$ cat src/rtl/inst_mem_block_if.sv
// Instruction-memory bus: fetch address/data plus the optional load port.
// The memory side uses the slave modport; the driver of PC and the load port uses master.
interface inst_mem_block_if;
  logic [31:0] PC;
  logic [31:0] Instruction_Code;
  logic        load_en;
  logic [31:0] load_addr;
  logic [31:0] load_data;

  modport master (output PC, load_en, load_addr, load_data, input Instruction_Code);
  modport slave  (input PC, load_en, load_addr, load_data, output Instruction_Code);
endinterface

$ cat src/rtl/inst_mem_block.sv
// Instruction memory with a combinational read port and an optional load port.
// Define INST_MEM_LOAD_EN to enable loading; otherwise the block is a pure ROM.
module inst_mem_block #(
  parameter int DEPTH_WORDS = 256
) (
  input  logic              clk,
  input  logic              reset,
  inst_mem_block_if.slave   bus
);
  localparam int          AW  = $clog2(DEPTH_WORDS);
  localparam logic [31:0] NOP = 32'h0000_0013;

  function automatic logic [31:0] dflt_word(input logic [AW-1:0] idx);
    logic [31:0] w;
    w = NOP;
    if (idx == AW'(0)) w = 32'h0050_0093;
    if (idx == AW'(1)) w = 32'h00A0_0113;
    if (idx == AW'(2)) w = 32'h0020_81B3;
    return w;
  endfunction

  logic [AW-1:0] rd_idx;
  logic          rd_inr;
  logic [31:0]   rd_word;

  // PC[1:0] is dropped, so misaligned fetches return the enclosing word.
  assign rd_idx = bus.PC[AW+1:2];
  assign rd_inr = (bus.PC[31:AW+2] == '0);

`ifdef INST_MEM_LOAD_EN
  logic [DEPTH_WORDS-1:0][31:0] mem_q;
  logic [AW-1:0]                wr_idx;
  logic                         wr_inr;
  logic                         unused_lo;

  assign wr_idx    = bus.load_addr[AW+1:2];
  assign wr_inr    = (bus.load_addr[31:AW+2] == '0);
  assign unused_lo = ^bus.load_addr[1:0];

  // Reset rebuilds the default program and masks any load on the same edge.
  always_ff @(posedge clk or posedge reset) begin
    if (reset) begin
      for (int i = 0; i < DEPTH_WORDS; i++) mem_q[i] <= dflt_word(AW'(i));
    end else if (bus.load_en && wr_inr) begin
      mem_q[wr_idx] <= bus.load_data;
    end
  end

  assign rd_word = mem_q[rd_idx];
`else
  logic unused_ld;
  assign unused_ld = ^{clk, bus.load_en, bus.load_addr, bus.load_data};
  assign rd_word   = dflt_word(rd_idx);
`endif

  assign bus.Instruction_Code = (reset || !rd_inr) ? NOP : rd_word;
endmodule

$ cat src/flat_wrapper.sv
// flat-port wrapper written by rule: the top's interface ports become plain ports
module inst_mem_block_flat 
#(
  parameter int DEPTH_WORDS = 256
)
  (clk, reset, bus_PC, bus_load_en, bus_load_addr, bus_load_data, bus_Instruction_Code);
  inst_mem_block_if bus_i ();
  input  logic clk;
  input  logic reset;
  input wire logic [$bits(bus_i.PC)-1:0] bus_PC;
  input wire logic [$bits(bus_i.load_en)-1:0] bus_load_en;
  input wire logic [$bits(bus_i.load_addr)-1:0] bus_load_addr;
  input wire logic [$bits(bus_i.load_data)-1:0] bus_load_data;
  output wire logic [$bits(bus_i.Instruction_Code)-1:0] bus_Instruction_Code;
  assign bus_i.PC = bus_PC;
  assign bus_i.load_en = bus_load_en;
  assign bus_i.load_addr = bus_load_addr;
  assign bus_i.load_data = bus_load_data;
  assign bus_Instruction_Code = bus_i.Instruction_Code;
  inst_mem_block #(.DEPTH_WORDS(DEPTH_WORDS)) u_core (.clk(clk), .reset(reset), .bus(bus_i));
endmodule
$ cat config.mk
export PLATFORM = sky130hd
export DESIGN_NAME = inst_mem_block_flat
export DESIGN_NICKNAME = d
export VERILOG_FILES = /design/src/rtl/inst_mem_block_if.sv /design/src/rtl/inst_mem_block.sv /design/src/flat_wrapper.sv
export SDC_FILE = /design/constraint.sdc
export NUM_CORES = 1
export LEC_CHECK = 0
export ABC_AREA = 1
export CAP_MARGIN = 20
export CORE_AREA = 2 2 56 58
export DETAILED_ROUTE_END_ITERATION = 12
export DIE_AREA = 0 0 58 60
export PLACE_DENSITY = 0.9
export SYNTH_ARGS = -nofsm -noshare
export SYNTH_HDL_FRONTEND = slang
export SYNTH_SLANG_ARGS = --single-unit
$ cat constraint.sdc
create_clock -name vclk -period 2.01
set_clock_uncertainty 0.15 [all_clocks]
set_input_delay 0.402 -clock vclk [all_inputs]
set_output_delay 0.402 -clock vclk [all_outputs]
set_load 0.005 [all_outputs]
==> results by group <==
Routing
  – Remaining antenna violation count: 0
  – Starting DRT DRC Count: 2
  – Per-cell via count in the routed design: about 3.4
  – DRT Wirelength: roughly 1000 µm
  – DRC violation count after routing: 0
  – Count of vias placed by the detailed router: 489
  – Pre-Repair DR Iteration Count: 2
  – Wire length per cell: approximately 7.0 µm

Global routing
  – Global-route wire length before repair: ~1600 µm
  – Global-route congestion overflow total: 0
  – Vias in the first global route: 435
  – Total track usage: under 10%
  – Pin count of the biggest net entering global routing: 6
  – Number of antenna violations at the first check in global routing: 0

Synth
  – Multiplexer share of the synthesized area: 0%
  – Complex-gate fraction of the synthesized area: 0%
  – Post-Synth Adder-Cell Area: 0%
  – Simple-gate share of the synthesized area: a little over two fifths
  – Post-Synthesis Cell Area: ~390 µm²
  – Number of different library cells in the post-synthesis netlist: 9
  – Sequential area share after synthesis: 0%
  – Fraction of synthesized cell area in xor and xnor cells: 0%
  – Largest family of logic cells by synthesized area: buffers and inverters
  – Syn Inst Count: 73
  – Per-instance average area after synthesis: between 5 and 6 µm²
  – Yosys warning count: 0

Timing
  – Fmax: between 500 and 600 MHz
  – Unrepaired setup endpoints after global routing: false
  – Final-report max-slew violation count: 0
  – Hold slack final: 1147 ps
  – Post-route minimum period: roughly 1900 ps
  – Final worst path period share: a little over nine tenths
  – Final hold violations: 0
  – Final Setup Violations: 0

Final layout
  – Area growth syn-to-layout: 83.76%
  – Number of diodes added for antenna fixing: 0
  – Count of filler cells inserted in the layout: approximately 340
  – Fraction of final layout cells sized beyond drive strength 1: 23.42%
  – Layout clock buffer count: 0
  – Commonest non-fill, non-tap cell in the layout: sky130_fd_sc_hd__conb_1
  – Highest-count cells in the layout ignoring fill and taps: sky130_fd_sc_hd__conb_1, sky130_fd_sc_hd__dlygate4sd2_1, sky130_fd_sc_hd__nor2_1, sky130_fd_sc_hd__clkdlybuf4s15_1, sky130_fd_sc_hd__nand2_1
  – Count of sequential standard cells: 0
  – Final standard cell area without fillers: 721.9 µm²
  – Count of nets after finishing: ~210
  – Utilization of the core after routing: 24.87%
  – Area taken by flip-flops and latches: 0 µm²

Worst setup path
  – CP Capture Point: bus_Instruction_Code[20]
  – Largest fanout on the critical path: 3
  – Worst setup SP type: input port
  – Required time of the critical path: around 1500 ps
  – Worst Setup Path Type: input port to output port
  – CP Launch Point: bus_PC[8]
  – Worst EP arrival: approximately 1400 ps
  – Type of destination of the critical path: output port

Floorplan
  – Die Height: about 60 µm
  – Number of placement rows: 20
  – Initial standard-cell utilization of the core: about 14%
  – Ports: 131
  – Area of the die: around 3500 µm²
  – Core outline area: a little under 3000 µm²
  – Die X-Extent: between 50 and 60 µm

Place
  – Global placer's final weighted congestion: between 0.7 and 0.8
  – Final HPWL from detailed placement: between 900 and 1000 µm
  – Port bufs: 39
  – DP Area: about 710 µm²

Run
  – Reported max-cap violation count: 0

Power
  – Worst VDD drop: around 0.043 mV
  – Final Total Pwr: between 0.07 and 0.08 mW
  – Total power density per cell area: approximately 100 nW/µm²
  – Leakage power summed over all cells: ~0.35 nW

Run status
  – Result of the run: finished clean

Worst hold path
  – Worst hold path startpoint: bus_PC[5]
  – Path class of the lowest-slack min-delay path: input port to output port
## power by group
group          switching [mW]  internal (mW)  total (mW)
Clock                       0              0           0
Combinational          0.0307         0.0437      0.0744
Sequential                  0              0           0
## cell usage after synthesis, drive strengths merged
| master | n | area, µm² |
|---|---|---|
| inv | 3 | 11.26 |
| nor2 | 27 | 108.9 |
| buf | 27 | 202.7 |
| nand2 | 10 | 37.54 |
| nand3 | 3 | 20.02 |
| conb | 2 | 7.510 |
| nor3 | 1 | 5.000 |
## metrics by stage
step,cells,setup TNS [ps],worst slack [ps]
5_1_grt,144,0,2.178
6_report,144,0,104.1
3_3_place_gp,141,-4093,-559.9
3_5_place_dp,141,-3762,-514.6
2_1_floorplan,95,0,401.7
4_1_cts,145,0,0.8509
## layer usage
layer / global-route usage, % / wire length, µm / share of wire, % / up-vias
met1: 5.920 / 321 / 32 / 206
met5: 0 / 0 / 0 / -
li1: - / - / - / 244
met3: 0.2165 / 90 / 9.0 / 2
met2: 12.50 / 580 / 58 / 37
met4: 1.329 / 12 / 1.2 / 0
## final cells by class
cell class,instances,area (µm²),area share [%]
Timing Repair Buffer,43,357.8,49.57
Multi-Input combinational cell,65,311.5,43.15
Tap cell,33,41.29,5.719
Inverter,3,11.26,1.560
## critical path, stage by stage
cell and delay [ps]:
sky130_fd_sc_hd__dlygate4sd2_1 230, sky130_fd_sc_hd__nor2_1 100, sky130_fd_sc_hd__nand2_1 110, sky130_fd_sc_hd__nor2_2 180
sky130_fd_sc_hd__nand2_1 110, sky130_fd_sc_hd__nor2_4 110, sky130_fd_sc_hd__buf_2 110
## worst min path at each step
stage / to / slack [ps] / cells after the start
CTS: bus_Instruction_Code[7] / 1150 / 5
global placement: bus_Instruction_Code[22] / 1730 / 5
floorplan: bus_Instruction_Code[5] / 760 / 2
finish: bus_Instruction_Code[7] / 1150 / 5
detailed placement: bus_Instruction_Code[15] / 1730 / 4
global route: bus_Instruction_Code[7] / 1190 / 5
## what timing repair did
action	CTS	global route
pin swaps	35	17
setup endpoints to repair	8	7
gates cloned	0	0
setup buffers	4	0
gates resized for setup	79	12
hold buffers	0	0
## cell families after synthesis
family / count (synthesis)
and+or+nand+nor: 41
other: 2
buffers and inverters: 30
No activity file was read; power rests on OpenSTA's default activity.
